**src/rtl/cmp_pkg.sv**
```systemverilog
`default_nettype none
// ============================================================================
//  Module   : cmp_pkg
//  Purpose  : Shared types and helpers for the sequential magnitude comparator:
//             FSM state encoding, one-hot result codes {gt,lt,eq} and the
//             signed-mode MSB bias applied to the top chunk.
//  Revision : 1.0 - initial release
// ============================================================================
package cmp_pkg;

  // Comparator control states
  typedef enum logic [1:0] {
    IDLE = 2'd0,
    CMP  = 2'd1,
    DONE = 2'd2
  } state_t;

  // Result codes, bit order matches the output triple {agtb, altb, aeqb}
  localparam logic [2:0] RES_NONE = 3'b000;
  localparam logic [2:0] RES_GT   = 3'b100;
  localparam logic [2:0] RES_LT   = 3'b010;
  localparam logic [2:0] RES_EQ   = 3'b001;

  // Flipping the sign bit maps two's-complement order onto unsigned order,
  // so the top chunk can be compared with a plain unsigned comparator.
  function automatic logic msb_bias(input logic msb, input logic invert);
    return msb ^ invert;
  endfunction

endpackage
`default_nettype wire

```
**src/rtl/chunk_cmp.sv**
```systemverilog
`default_nettype none
// ============================================================================
//  Module   : chunk_cmp
//  Purpose  : Combinational CHUNK-bit unsigned compare with optional MSB
//             inversion (used for the sign chunk in signed mode).
//  Revision : 1.0 - initial release
// ============================================================================
module chunk_cmp
  import cmp_pkg::*;
#(
  parameter int CHUNK = 8
) (
  input  logic [CHUNK-1:0] a,
  input  logic [CHUNK-1:0] b,
  input  logic             msb_invert,
  output logic             gt,
  output logic             lt,
  output logic             eq
);

  logic [CHUNK-1:0] w_a;
  logic [CHUNK-1:0] w_b;

  // Bias the MSB of both chunks when comparing the signed top chunk
  always_comb begin
    w_a            = a;
    w_b            = b;
    w_a[CHUNK-1]   = msb_bias(a[CHUNK-1], msb_invert);
    w_b[CHUNK-1]   = msb_bias(b[CHUNK-1], msb_invert);
  end

  assign gt = (w_a > w_b);
  assign lt = (w_a < w_b);
  assign eq = (w_a == w_b);

endmodule
`default_nettype wire

```
**src/rtl/seq_magnitude_comparator.sv**
```systemverilog
`default_nettype none
// ============================================================================
//  Module   : seq_magnitude_comparator
//  Purpose  : Multi-cycle WIDTH-bit magnitude comparator. Examines CHUNK bits
//             per clock, MSB chunk first, and finishes at the first chunk
//             that differs. Unsigned or signed per transaction, valid/ready
//             on both sides, registered result flags.
//  Revision : 1.0 - initial release
// ============================================================================
module seq_magnitude_comparator
  import cmp_pkg::*;
#(
  parameter int WIDTH = 32,
  parameter int CHUNK = 8
) (
  input  logic                               clk,
  input  logic                               reset_n,
  input  logic                               flush,
  input  logic                               in_valid,
  output logic                               in_ready,
  input  logic [WIDTH-1:0]                   a,
  input  logic [WIDTH-1:0]                   b,
  input  logic                               signed_mode,
  output logic                               out_valid,
  input  logic                               out_ready,
  output logic                               agtb,
  output logic                               altb,
  output logic                               aeqb,
  output logic                               busy,
  output logic [$clog2(WIDTH/CHUNK+1)-1:0]   cycles
);

  localparam int NCHUNK = WIDTH / CHUNK;
  localparam int IDXW   = (NCHUNK > 1) ? $clog2(NCHUNK) : 1;
  localparam int CNTW   = $clog2(NCHUNK + 1);
  localparam logic [IDXW-1:0] TOP_IDX = IDXW'(NCHUNK - 1);

  state_t            r_state, w_state_nxt;
  logic [WIDTH-1:0]  r_a, w_a_nxt;
  logic [WIDTH-1:0]  r_b, w_b_nxt;
  logic              r_signed, w_signed_nxt;
  logic [IDXW-1:0]   r_idx, w_idx_nxt;
  logic [CNTW-1:0]   r_cycles, w_cycles_nxt;
  logic [2:0]        r_res, w_res_nxt;

  logic              w_gt, w_lt, w_eq;
  logic              w_top;

  // The operand registers shift left each equal chunk, so the chunk under
  // test always sits in the top CHUNK bits; r_idx tracks which one it is.
  assign w_top = r_signed && (r_idx == TOP_IDX);

  chunk_cmp #(
    .CHUNK (CHUNK)
  ) u_chunk_cmp (
    .a          (r_a[WIDTH-1 -: CHUNK]),
    .b          (r_b[WIDTH-1 -: CHUNK]),
    .msb_invert (w_top),
    .gt         (w_gt),
    .lt         (w_lt),
    .eq         (w_eq)
  );

  // Next-state and next-datapath decode; flush overrides every handshake
  always_comb begin
    w_state_nxt  = r_state;
    w_a_nxt      = r_a;
    w_b_nxt      = r_b;
    w_signed_nxt = r_signed;
    w_idx_nxt    = r_idx;
    w_cycles_nxt = r_cycles;
    w_res_nxt    = r_res;

    if (flush) begin
      w_state_nxt  = IDLE;
      w_a_nxt      = '0;
      w_b_nxt      = '0;
      w_signed_nxt = 1'b0;
      w_idx_nxt    = '0;
      w_cycles_nxt = '0;
      w_res_nxt    = RES_NONE;
    end else begin
      case (r_state)
        IDLE: begin
          if (in_valid) begin
            w_state_nxt  = CMP;
            w_a_nxt      = a;
            w_b_nxt      = b;
            w_signed_nxt = signed_mode;
            w_idx_nxt    = TOP_IDX;
            w_cycles_nxt = '0;
          end
        end
        CMP: begin
          w_cycles_nxt = r_cycles + CNTW'(1);
          if (w_gt) begin
            w_res_nxt   = RES_GT;
            w_state_nxt = DONE;
          end else if (w_lt) begin
            w_res_nxt   = RES_LT;
            w_state_nxt = DONE;
          end else if (w_eq && (r_idx == '0)) begin
            w_res_nxt   = RES_EQ;
            w_state_nxt = DONE;
          end else begin
            w_idx_nxt = r_idx - IDXW'(1);
            w_a_nxt   = r_a << CHUNK;
            w_b_nxt   = r_b << CHUNK;
          end
        end
        DONE: begin
          if (out_ready) begin
            w_state_nxt  = IDLE;
            w_cycles_nxt = '0;
            w_res_nxt    = RES_NONE;
          end
        end
        default: begin
          w_state_nxt = IDLE;
        end
      endcase
    end
  end

  // State register
  always_ff @(posedge clk or negedge reset_n) begin
    if (!reset_n) begin
      r_state <= IDLE;
    end else begin
      r_state <= w_state_nxt;
    end
  end

  // Operand, index, counter and result registers
  always_ff @(posedge clk or negedge reset_n) begin
    if (!reset_n) begin
      r_a      <= '0;
      r_b      <= '0;
      r_signed <= 1'b0;
      r_idx    <= '0;
      r_cycles <= '0;
      r_res    <= RES_NONE;
    end else begin
      r_a      <= w_a_nxt;
      r_b      <= w_b_nxt;
      r_signed <= w_signed_nxt;
      r_idx    <= w_idx_nxt;
      r_cycles <= w_cycles_nxt;
      r_res    <= w_res_nxt;
    end
  end

  assign in_ready            = (r_state == IDLE);
  assign out_valid           = (r_state == DONE);
  assign busy                = (r_state != IDLE);
  assign {agtb, altb, aeqb}  = r_res;
  assign cycles              = r_cycles;

endmodule
`default_nettype wire

```
**config.mk**
```make
export PLATFORM = sky130hd
export DESIGN_NAME = seq_magnitude_comparator
export DESIGN_NICKNAME = d
export VERILOG_FILES = /design/src/rtl/cmp_pkg.sv /design/src/rtl/chunk_cmp.sv /design/src/rtl/seq_magnitude_comparator.sv
export SDC_FILE = /design/constraint.sdc
export NUM_CORES = 1
export LEC_CHECK = 0
export ABC_AREA = 1
export BUFFER_PORTS_ARGS = -buffer_cell sky130_fd_sc_hd__clkbuf_2
export CORE_MARGIN = 5
export CORE_UTILIZATION = 58
export CTS_BUF_LIST = sky130_fd_sc_hd__clkbuf_2
export DETAILED_ROUTE_END_ITERATION = 8
export PLACE_DENSITY_LB_ADDON = 0.08
export SETUP_SLACK_MARGIN = 0.3
export SYNTH_ARGS = -nofsm -noshare
export SYNTH_HDL_FRONTEND = slang
export SYNTH_HIERARCHICAL = 1
export SYNTH_SLANG_ARGS = --single-unit
```
**constraint.sdc**
```tcl
create_clock -name clk -period 3.5 [get_ports clk]
set_clock_uncertainty 0.2 [all_clocks]
set_input_delay 0.7 -clock clk [delete_from_list [all_inputs] [get_ports clk]]
set_output_delay 0.7 -clock clk [all_outputs]
set_load 0.01 [all_outputs]
```
Word-level counts from Yosys, hierarchy flattened
Index checks and enable logic that the tools add are counted.

word-level totals
  output and inout port bits = 9
  word-level logic and storage cells = 75
  flip-flop bits (word level) = 75
  bits in writable memories = 0
  ROM bits = 0
  bits in latches = 0
  memories = 0

cells by class
  order comparisons = 2
  divide/modulo/power cells = 0
  add/sub/neg operators = 2
  muxes and demuxes = 37
  multipliers = 0
  bitwise gates (word level) = 2
  equal/unequal tests = 10
  shift operators = 0
  reduce and logical (&&, ||, !) cells = 15

operators by type and width
  operator                                                                 number
  32-bit two-way mux                                                       10
  32-bit one-hot mux with 2 select lines                                   2
  2-bit two-way mux                                                        11
  3-bit two-way mux                                                        7
  3-bit inequality test, second input constant                             4
  3-bit one-hot mux with 3 select lines                                    1
  3-bit AND reduction                                                      3
  8-bit equality test                                                      1
  8-bit greater-than comparator                                            1
  8-bit < comparator                                                       1
  2-bit one-hot mux with 3 select lines                                    1
  3-bit one-hot mux with 2 select lines                                    1
  2-bit nonzero test                                                       3
  3-bit nonzero test                                                       2
  5-bit by 3-bit inequality test with 1-bit output, second input constant  1
  5-bit AND reduction                                                      1
  2-bit equality test, second input constant                               2
  2-bit logical NOT                                                        2
  2-bit one-hot mux with 2 select lines                                    1
  4-bit nonzero test                                                       1
  3-bit by 1-bit adder with 3-bit output, second input constant            1
  1-bit two-way mux                                                        3
  3-bit by 2-bit inequality test with 1-bit output, second input constant  1
  2-bit by 1-bit equality test with 1-bit output, second input constant    1
  4 further kinds                                                          6

Logic depth before layout (Yosys ltp)
  depth in word-level cells = 10
  gate-level depth with buffers = 17
  depth with buffers taken out = 15

By module
The synthesis kept the hierarchy.

modules (own cells, without submodules)
  module                    instances  sequential area each (um^2)  area an instance (um^2)  cells an instance
  seq_magnitude_comparator  1          1876.8                       3985.1                   573
  chunk_cmp                 1          0.0                          257.7                    39

Least setup slack after synthesis
OpenSTA, ideal clock, no wires.

  path kind = register to register
  start = reg r_idx[0]
  end = reg r_a[24]
  required time = 3.234 ns
  buffers on the path = 2
  path slack = 0.875 ns
  cell stages (with the launch flop) = 16
  arrival = 2.358 ns
  cell sequence = dfrtp_1 > ha_1 > nand2_1 > inv_1 > xor2_1 > ha_1 > a21o_1 > nor2_2 > a21oi_1 > nor2_1 > nand2_1 > nand2_1 > buf_2 > buf_2 > nand3_1 > nand2_1

RTL lines
  item                               line                             source
  start, declared                    seq_magnitude_comparator.sv:42   logic [IDXW-1:0] r_idx, w_idx_nxt;
  start signal, assigned             seq_magnitude_comparator.sv:147  r_idx <= w_idx_nxt;
  2-bit equality test *              seq_magnitude_comparator.sv:51   assign w_top = r_signed && (r_idx == TOP_IDX);
  1-bit logical AND *                seq_magnitude_comparator.sv:51
  net w_top                          seq_magnitude_comparator.sv:47   logic w_top;
  1-bit XOR                          cmp_pkg.sv:27                    return msb ^ invert;
  8-bit greater-than comparator *    chunk_cmp.sv:32                  assign gt = (w_a > w_b);
  net w_gt                           seq_magnitude_comparator.sv:46   logic w_gt, w_lt, w_eq;
  3-bit inequality test (no line) *  -
  5-bit AND reduction (no line) *    -
  end signal, assigned               seq_magnitude_comparator.sv:144  r_a <= w_a_nxt;
  end, declared                      seq_magnitude_comparator.sv:39   logic [WIDTH-1:0] r_a, w_a_nxt;

Mark *: on every way through the listed nets, which the timed path passes. The rest lies on a longest branch.
A chain may end at the register's enable or synchronous reset.

Worst setup path in the final report
  start = reg r_idx[0]
  end = reg r_a[22]

RTL lines
  item                               line                            source
  2-bit equality test *              seq_magnitude_comparator.sv:51
  1-bit logical AND *                seq_magnitude_comparator.sv:51
  net w_top                          seq_magnitude_comparator.sv:47
  1-bit XOR                          cmp_pkg.sv:27
  8-bit < comparator *               chunk_cmp.sv:33                 assign lt = (w_a < w_b);
  net w_lt                           seq_magnitude_comparator.sv:46
  3-bit inequality test (no line) *  -
  5-bit AND reduction (no line) *    -

Marks and branches as above.

==> flow_summary.json <==
{
  "status": "finished clean",
  "cts_root_buf": "clkbuf_2",
  "syn_area_per_cell_sq_um": 6.933,
  "postCtsSetupRepairBufs": 0,
  "synth_common_cells": "nand2_1, dfrtp_1, nand3_1, nor2_1, inv_1",
  "cts_tree": "done",
  "synth_seq_area_share_pct": 44.23,
  "io_buffer_count": 78,
  "p_sw_share_pct": 45.23,
  "p_switching_mw": 1.640,
  "fin_crit_ns": 2.904,
  "power_frac_clock_pct": 14.8,
  "grt_setup_unrepaired": "no",
  "post-synth-top-count-cell": "nand2_1",
  "antenna_found_initial": 0,
  "grt.overflow.total": 0,
  "ys_types": 26,
  "cp-end-kind": "flip-flop",
  "dpl_cell_area_sq_mm": 0.004626,
  "holdWs_ns": 0.1166,
  "insertion_delay_ns": 0.48,
  "ctsHoldBuffers": 0,
  "viasPerCell": 5.039,
  "crit_path_start_kind": "flip-flop",
  "synthTopCellsByArea": "dfrtp_1, nand2_1, nand3_1",
  "synth_nets": 697,
  "grt_pass1_wl_um": 16450,
  "cts_buffer_depth": 2,
  "final-max-slew-violation-count": 0,
  "cpPeakStageDelay_ns": 0.46,
  "yosysTopAreaCell": "dfrtp_1",
  "synth_flop_cell": "dfrtp_1",
  "cpMaxStageDelayCell": "dfrtp_1",
  "pin_count": 79,
  "die_width_um": 95.53,
  "track_usage_pct": 22.78,
  "fin_nets": 758,
  "dieHeight_um": 95.53,
  "dieArea_sq_mm": 0.009126,
  "h-tree-depth": 3,
  "synth_cells": 612,
  "p_leak_nw": 2.873,
  "grt_pass1_vias": 3612,
  "peakVddDrop_mv": 0.4925,
  "wirelength_um": 9776,
  "worstMarginPinSlew_ns": 0.9073,
  "clk_pin_slew_worst_paths_ns": 0.21,
  "ys_ff_latch": 75,
  "hpwl_um": 6633,
  "num_rows": 31,
  "async_reset_ff_share_pct": 100.0,
  "arrival_ns": 3.12,
  "power_frac_comb_pct": 47.6,
  "drtIter0Drc": 292,
  "drt_pre_antenna_iters": 4,
  "cts.sinks": 75,
  "cts.repair.resized": 0,
  "syn_area_sq_mm": 0.004243,
  "fin_crit_sh_pct": 82.97,
  "cpMostUsedCell": "nand2_1",
  "stdcell_area_sq_mm": 0.004762,
  "ys_warn_count": 6,
  "hold_viol_final": 0,
  "synth_edf_count": 0,
  "hold_path_class": "in -> async",
  "path_max_fanout": 66,
  "intPower_mw": 1.986,
  "met1_usage_pct": 30.45,
  "grt_use_met3_pct": 3.236,
  "finalSetupTns_ns": 0,
  "cts_made_buffers": 9,
  "diodes": 0,
  "routabilityCongestion": 0.8888,
  "initial_utilization_pct": 59.13,
  "critPathRequiredTime_ns": 3.72,
  "grt_util_met2_pct": 38.22,
  "drc_errors": 0,
  "wire_per_inst_um": 12.58,
  "powerDensity_mw_per_mm2": 761.4,
  "core_area_sq_mm": 0.007176,
  "setup_viol": 0,
  "fill_cells": 689,
  "drive_gt1_share_pct": 16.81,
  "crit_type": "reg -> reg",
  "max_cap_violations": 0,
  "fmax_mhz": 344.4,
  "area_delta_synth_final_pct": 12.24,
  "max_slew_margin_pct": 39.51,
  "grt_max_degree": 76,
  "vias": 3915,
  "grt.busiest_layer": "met2",
  "drtAntennaViolNets": 0,
  "netlist.area_leader.share_pct": 44.23,
  "pwr-share-seq_pct": 37.5,
  "critical_path.cell_chain": "ha_1 > nand2_1 > inv_1 > xor2_1 > ha_1 > a21o_1 > nor2_2 > and2_1 > nor2_1 > nand2_1 > nand2_2 > nand2_2 > buf_6 > nand2_1 > nand2_1"
}
[power groups by stage]
stage               sequential [mW]  clock (mW)  combinational, mW
global route                   1.40       0.584               1.99
floorplan                      1.34           0               1.40
finish                         1.36       0.538               1.73
global placement               1.37           0               1.67
CTS                            1.36       0.547               1.73
detailed placement             1.38           0               1.72
[area by class of cell]
class / count / area, sq um / area share (%)
clock buffer: 11 / 55.05 / 1.156
clock inverter: 5 / 77.57 / 1.629
inverter: 29 / 108.9 / 2.286
multi-input combinational: 473 / 2071 / 43.48
sequential: 75 / 1877 / 39.41
tap: 99 / 123.9 / 2.601
timing repair buffer: 85 / 449.2 / 9.432
[layout by cell type (no fill, tap or decap), types with 2 or more instances in the layout]
cell type	instances
nor2_4	2
a21oi_1	5
clkbuf_2	88
clkinv_2	2
nand2_1	335
dfrtp_1	75
inv_2	3
nand2_2	3
ha_1	15
nor2_1	28
inv_1	26
bufinv_16	2
o21ai_0	3
nand3_1	72
buf_4	7
[layer usage]
layer / part of all wire [%] / routed length (um)
met5: 0 / 0
met4: 1.2 / 117
met3: 6.2 / 607
met2: 50 / 4854
met1: 43 / 4196
[worst max-delay path, delay by kind of cell, from the launching register on]
family                     cells  cell delay [ns]
and+or+nand+nor                9             0.83
adders and majority gates      2             0.53
xor gates and xnor gates       1             0.16
DFF                            1             0.46
AOI/OAI and AO/OA              1             0.19
buffers and inverters          2             0.45
[sequential cells by signal (all words and copies together) (netlist names)]
name      count
r_signed      1
r_idx         2
cycles        3
r_res         3
r_state       2
r_b          32
r_a          32
[stage by stage]
stage | power, mW | instances | setup slack, ns | util (%)
4_1_cts | 3.632 | 777 | 0.4560 | 66.31
5_1_grt | 3.970 | 777 | 0.3601 | 66.36
6_report | 3.626 | 777 | 0.5962 | 66.36
3_5_place_dp | 3.097 | 761 | 0.5264 | 64.46
2_1_floorplan | 2.738 | 612 | 0.8753 | -
3_3_place_gp | 3.037 | 761 | 0.5990 | 64.46
[kinds of logic (layout without fill, tap and decap cells)]
group	count (synthesis)	count (layout)	synth area share, %
fa+ha+maj	15	15	4.423
xor+xnor	2	2	0.4129
simple gates	446	446	42.35
compound gates	10	10	1.327
flops	75	75	44.23
buf+inv	64	130	7.254
[path summary, 6_finish.rpt]
check,start,endpoint,slack (ns),cells after the start
worst min-delay path,reset_n,r_res[0]$_DFFE_PN0P_,0.12,1
worst min register to register,r_a[0]$_DFFE_PN0P_,r_a[0]$_DFFE_PN0P_,0.30,2
worst max-delay path,r_idx[0]$_DFFE_PN0P_,r_a[22]$_DFFE_PN0P_,0.60,15
worst max register to register,r_idx[0]$_DFFE_PN0P_,r_a[22]$_DFFE_PN0P_,0.60,15
max in group asynchronous,reset_n,r_b[3]$_DFFE_PN0P_,2.39,1
min in group clk,signed_mode,r_signed$_DFFE_PN0P_,0.23,3
Note: power is estimated with default switching activity, not from simulation.
